===== src/rtl/softmax_pkg.sv =====
// Shared definitions for the softmax front end: default sizes, loader FSM states
// and the most-negative element value used for padding and max reset.
package softmax_pkg;

  localparam int unsigned WID_DEFAULT  = 16;
  localparam int unsigned SIZE_DEFAULT = 5;

  // Most negative two's-complement element at the default width.
  localparam logic [WID_DEFAULT-1:0] ELEM_MIN = 16'h8000;

  typedef enum logic [1:0] {
    StCollect,
    StNorm,
    StHold
  } loader_state_t;

endpackage


===== src/rtl/sat_sub.sv =====
// Combinational a - b on signed operands; the result is an unsigned WID-bit
// magnitude clamped to [0, 2^WID-1].
module sat_sub #(
  parameter int unsigned WID = 16
) (
  input  logic [WID-1:0] a_i,
  input  logic [WID-1:0] b_i,
  output logic [WID-1:0] y_o
);

  logic signed [WID+1:0] diff;

  // Two guard bits hold the full signed range of the difference.
  always_comb begin
    diff = $signed({{2{a_i[WID-1]}}, a_i}) - $signed({{2{b_i[WID-1]}}, b_i});
    if (diff < 0) begin
      y_o = '0;
    end else if (diff[WID+1:WID] != 2'b00) begin
      y_o = '1;
    end else begin
      y_o = diff[WID-1:0];
    end
  end

endmodule


===== src/rtl/softmax_frame_loader.sv =====
// Streaming frame loader for the softmax core. Collects SIZE elements over a
// valid/ready handshake, optionally rewrites each slot as (frame max - element)
// when SOFTMAX_MAX_NORM_EN is defined, then holds the frame until accepted.
module softmax_frame_loader
  import softmax_pkg::*;
#(
  parameter int unsigned SIZE = SIZE_DEFAULT,
  parameter int unsigned WID  = WID_DEFAULT
) (
  input  logic           clk,
  input  logic           rst,
  input  logic           in_valid,
  output logic           in_ready,
  input  logic [WID-1:0] in_data,
  input  logic           in_last,
  output logic           out_valid,
  input  logic           out_ready,
  output logic [WID-1:0] x [1:SIZE],
  output logic           frame_err,
  input  logic           err_clr
);

  localparam int unsigned     IdxW    = $clog2(SIZE + 1);
  localparam logic [IdxW-1:0] LastIdx = IdxW'(SIZE - 1);
  localparam logic [WID-1:0]  PadVal  = (WID == WID_DEFAULT) ? WID'(ELEM_MIN)
                                                            : {1'b1, {(WID-1){1'b0}}};

  loader_state_t   state_q;
  logic [IdxW-1:0] idx_q;
  logic [WID-1:0]  slot_q [SIZE];
  logic            in_ready_q;
  logic            out_valid_q;
  logic            frame_err_q;

  logic xfer;
  logic is_last_slot;
  logic close;
  logic err_set;

  assign xfer         = in_valid && in_ready_q && (state_q == StCollect);
  assign is_last_slot = (idx_q == LastIdx);
  assign close        = xfer && (in_last || is_last_slot);
  // Error whenever in_last and the final slot disagree on where the frame ends.
  assign err_set      = xfer && (in_last != is_last_slot);

`ifdef SOFTMAX_MAX_NORM_EN
  logic [WID-1:0] max_q;
  logic [WID-1:0] sub_y;

  // idx_q doubles as the NORM slot pointer, so one subtractor serves all slots.
  sat_sub #(
    .WID(WID)
  ) u_sat_sub (
    .a_i(max_q),
    .b_i(slot_q[idx_q]),
    .y_o(sub_y)
  );
`endif

  // Loader FSM, slot buffer, index counter and sticky error flag.
  always_ff @(posedge clk) begin
    if (rst) begin
      state_q     <= StCollect;
      idx_q       <= '0;
      in_ready_q  <= 1'b0;
      out_valid_q <= 1'b0;
      frame_err_q <= 1'b0;
      for (int i = 0; i < SIZE; i++) begin
        slot_q[i] <= '0;
      end
`ifdef SOFTMAX_MAX_NORM_EN
      max_q <= PadVal;
`endif
    end else begin
      if (err_clr) begin
        frame_err_q <= 1'b0;
      end else if (err_set) begin
        frame_err_q <= 1'b1;
      end

      unique case (state_q)
        StCollect: begin
          in_ready_q <= 1'b1;
          if (xfer) begin
            slot_q[idx_q] <= in_data;
            idx_q         <= idx_q + IdxW'(1);
`ifdef SOFTMAX_MAX_NORM_EN
            if ($signed(in_data) > $signed(max_q)) begin
              max_q <= in_data;
            end
`endif
            if (close) begin
              in_ready_q <= 1'b0;
              // Short frame: pad the unfilled tail with the most negative value.
              for (int i = 0; i < SIZE; i++) begin
                if (in_last && (i > int'(idx_q))) begin
                  slot_q[i] <= PadVal;
                end
              end
`ifdef SOFTMAX_MAX_NORM_EN
              state_q <= StNorm;
              idx_q   <= '0;
`else
              state_q <= StHold;
`endif
            end
          end
        end

        StHold: begin
          // First HOLD cycle raises out_valid; accept is only seen once it is up.
          if (!out_valid_q) begin
            out_valid_q <= 1'b1;
          end else if (out_ready) begin
            out_valid_q <= 1'b0;
            in_ready_q  <= 1'b1;
            idx_q       <= '0;
            state_q     <= StCollect;
`ifdef SOFTMAX_MAX_NORM_EN
            max_q       <= PadVal;
`endif
          end
        end

`ifdef SOFTMAX_MAX_NORM_EN
        StNorm: begin
          slot_q[idx_q] <= sub_y;
          idx_q         <= idx_q + IdxW'(1);
          if (is_last_slot) begin
            state_q <= StHold;
          end
        end
`endif

        default: begin
          state_q    <= StCollect;
          in_ready_q <= 1'b0;
        end
      endcase
    end
  end

  assign in_ready  = in_ready_q;
  assign out_valid = out_valid_q;
  assign frame_err = frame_err_q;

  for (genvar i = 1; i <= SIZE; i++) begin : g_x
    assign x[i] = slot_q[i-1];
  end

endmodule

===== config.mk =====
export PLATFORM = sky130hd
export DESIGN_NAME = softmax_frame_loader
export DESIGN_NICKNAME = d
export VERILOG_FILES = /design/src/rtl/softmax_pkg.sv /design/src/rtl/sat_sub.sv /design/src/rtl/softmax_frame_loader.sv
export SDC_FILE = /design/constraint.sdc
export NUM_CORES = 1
export LEC_CHECK = 0
export BUFFER_PORTS_ARGS = -buffer_cell sky130_fd_sc_hd__buf_2
export CAP_MARGIN = 25
export CORE_ASPECT_RATIO = 0.8
export CORE_MARGIN = 4
export CORE_UTILIZATION = 35
export CTS_BUF_LIST = sky130_fd_sc_hd__clkbuf_4
export CTS_CLUSTER_DIAMETER = 80
export DETAILED_ROUTE_END_ITERATION = 10
export SETUP_SLACK_MARGIN = 0.05
export SLEW_MARGIN = 20
export SYNTH_ARGS = -nofsm -noshare
export SYNTH_HDL_FRONTEND = slang
export SYNTH_SLANG_ARGS = --single-unit

===== constraint.sdc =====
create_clock -name clk -period 2.9 [get_ports clk]
set_input_delay 0.145 -clock clk [delete_from_list [all_inputs] [get_ports clk]]
set_output_delay 0.145 -clock clk [all_outputs]
set_load 0.01 [all_outputs]

==> results by group <==
Clock tree
  • Clock Path Buffers: 2
  • Clk sinks: 87
  • Clk Latency, worst-skew pair: 430 ps
  • Worst-path clk slew: 140 ps
  • CTS root buf: clkbuf_4
  • Postcts setup bufs: 0
  • Hold buffers post-CTS: 4
  • Post-CTS sizing: 0
  • CTS tree: yes
  • Total CTS buffers: 9
  • CTS H-tree depth: 3

Global routing
  • GR Overflow Total: 0
  • Total global-route track usage: 0.140
  • Vias in the first global route: 2,144
  • Routing usage on met2: 0.202
  • Antenna violations before repair: 0
  • Largest net degree at the start of global routing: 18
  • First-pass GRT wire length: 12,300 um
  • Met1 Usage GRT: 0.201
  • GR peak layer: met2
  • GR Util met3: 0.0423

STA
  • Highest clock rate: 0.404 GHz
  • Tmin final: 2470 ps
  • Post-route clock skew: 9.10 ps
  • Final Hold Violating Endpoints: 0
  • Final setup violation count: 0
  • RSZ-0062 raised after global routing: false
  • Slew margin rel.: 0.545
  • Final Max Tran Viols: 0
  • Period utilization: 0.853
  • Worst-Margin Slew: 682 ps
  • Slack of the critical path: 428 ps
  • Setup TNS: 0 ps

Pwr
  • Leakage dissipation: 1.82 nW
  • VDD IR max: 0.218 mV
  • P per Cell Area: 525 nW/um2

Die
  • Die W: 120 um
  • Die Span Y: 97.9 um
  • I/O pins: 105
  • Die area: 11,800 um2
  • Row cnt: 32
  • CORE AREA: 9770 um2
  • Initial cell density of the core: 0.362

Synth
  • Commonest cells post-synth: edfxtp_1 (80), and2_1 (77), dfxtp_1 (7)
  • Post-synth EDFFs: 80
  • Yosys cell types: 33
  • Synth Area in Compound Gates: 0.0400
  • Post-Synth Simple-Gate Area: 0.199
  • Share of the synthesized area in the top cell type: 0.679
  • Number of synthesized register bits: 87
  • Area contributors post-synth: edfxtp_1 (68%), and2_1 (14%), dfxtp_1 (4.0%), ha_1 (1.4%), nor3_4 (1.4%)
  • Ys async rst share: 0
  • Post-Synthesis Cells: 233
  • Mapped Area: 3540 um2
  • Adder-Cell Fraction of Synth Area: 0.0141
  • Most common cell in the netlist: edfxtp_1
  • Yosys top cell by area: edfxtp_1
  • XOR/XNOR Fraction of Synth Area: 0.00248
  • Multiplexer share of the synthesized area: 0
  • Yosys warning count: 0
  • Largest family of logic cells by synthesized area: simple AND/OR/NAND/NOR gates
  • Post-synthesis sequential area ratio: 0.719
  • Mapped Nets: 259
  • Syn Area/Cell: 15.2 um2
  • Ys flop type: edfxtp_1

Min path
  • Hold Path Class: input pin to flip-flop

Final layout
  • Final non-filler cell total: 488
  • # diodes: 0
  • Multi-input gate area: 905 um2
  • Area Growth Syn to Fin: 23.1%
  • Layout cell share with drive strength beyond 1: 0.372
  • Final net count: 373
  • # fillers: 929
  • Reg area: 2540 um2

Critical path
  • Critical path's largest stage delay: 590 ps
  • Crit Path Class: flip-flop to flip-flop
  • WP data arrival: 2560 ps
  • CP required: 2980 ps
  • Slowest CP cell: a21o_1
  • Crit start category: flip-flop
  • Endpoint type of the worst setup path: flip-flop
  • Critical-path cell list: inv_1, ha_1, nand2_1, ha_1, nand2b_1, o31ai_1, a21o_1
  • Crit path top cell by count: ha_1
  • CP max FO: 16

Place
  • DP Worst Slack: 418 ps
  • DP HPWL: 5900 um
  • Gpl congestion: 0.748
  • DP Cell Count: 468
  • IO buf count: 104

Detailed routing
  • DRT Wirelength: 8270 um
  • Vias: 2,215
  • Routed len/inst: 16.9 um
  • Iteration-0 DRC Markers: 216
  • DRC: 0
  • Via density: 4.54
  • ANT nets after route: 0
  • DR pass1 iterations: 4

Outcome
  • Outcome: finished, final reports clean

Run
  • # Max-Cap Violations: 0
kinds of logic after synthesis:
family / after synthesis
simple gates: 106
flops: 87
compound gates: 20
buf+inv: 15
fa+ha+maj: 4
xor+xnor: 1
path summary, 6_finish.rpt:
check / cells past startpoint / endpoint / slack, ps / from
setup / recovery: 7 / slot_q[2][10] / 430 / idx_q[1]
hold / removal: 2 / slot_q[4][12] / 60 / in_data[12]
setup reg to reg: 7 / slot_q[2][10] / 430 / idx_q[1]
hold reg to reg: 1 / out_valid / 540 / out_valid
area by class of cell:
type / instances / area share
Tap cell: 136 / 0.0391
Multi-Input combinational cell: 131 / 0.208
Sequential cell: 87 / 0.584
Timing Repair Buffer: 113 / 0.137
Clock buffer: 10 / 0.0172
Inverter: 5 / 0.00431
Clock inverter: 6 / 0.0103
registers in the layout (all words and copies together), names as in the netlist:
register   flops
frame_err      1
idx_q          3
in_ready       1
out_valid      1
slot_q        80
state_q        1
layer usage:
layer,vias up,wire (um)
met3,8,530
met2,83,3710
met5,-,0
met1,1065,3890
li1,1059,-
met4,0,140
worst max-delay path, delay by kind of cell, from the launching register on:
| kind | cells | cell delay [ps] |
|---|---|---|
| AOI/OAI and AO/OA | 2 | 800 |
| adders and majority gates | 2 | 380 |
| buffers and inverters | 1 | 120 |
| DFF | 1 | 520 |
| and+or+nand+nor | 2 | 290 |
where the power goes:
group	switching [mW]	leakage, nW	internal [mW]
clock	0.431	0.0594	0.190
combinational	0.134	0.873	0.0756
sequential	0.0257	0.890	1.43
total	0.591	1.82	1.70
cell usage in the layout (no fill, tap or decap), types with 4 or more instances in the layout:
master           n
buf_2          104
edfxtp_1        80
and2_1          77
clkbuf_4        10
dfxtp_1          7
nand2_1          6
inv_1            5
nor2_1           5
buf_4            5
ha_1             4
dlygate4sd3_1    4
metrics by stage:
step | total power, mW | instance area (um2) | util | hold WS, ps
final | 2.29 | 4350 | 0.446 | 56.2
after global routing | 2.39 | 4350 | 0.446 | 15.1
after CTS | 2.30 | 4350 | 0.446 | 31.3
after detailed placement | 1.69 | 4190 | 0.429 | 311
after global placement | 1.69 | 4190 | 0.429 | 307
after floorplan | 1.58 | 3540 | - | 222
Note: power is estimated with default switching activity, not from simulation.
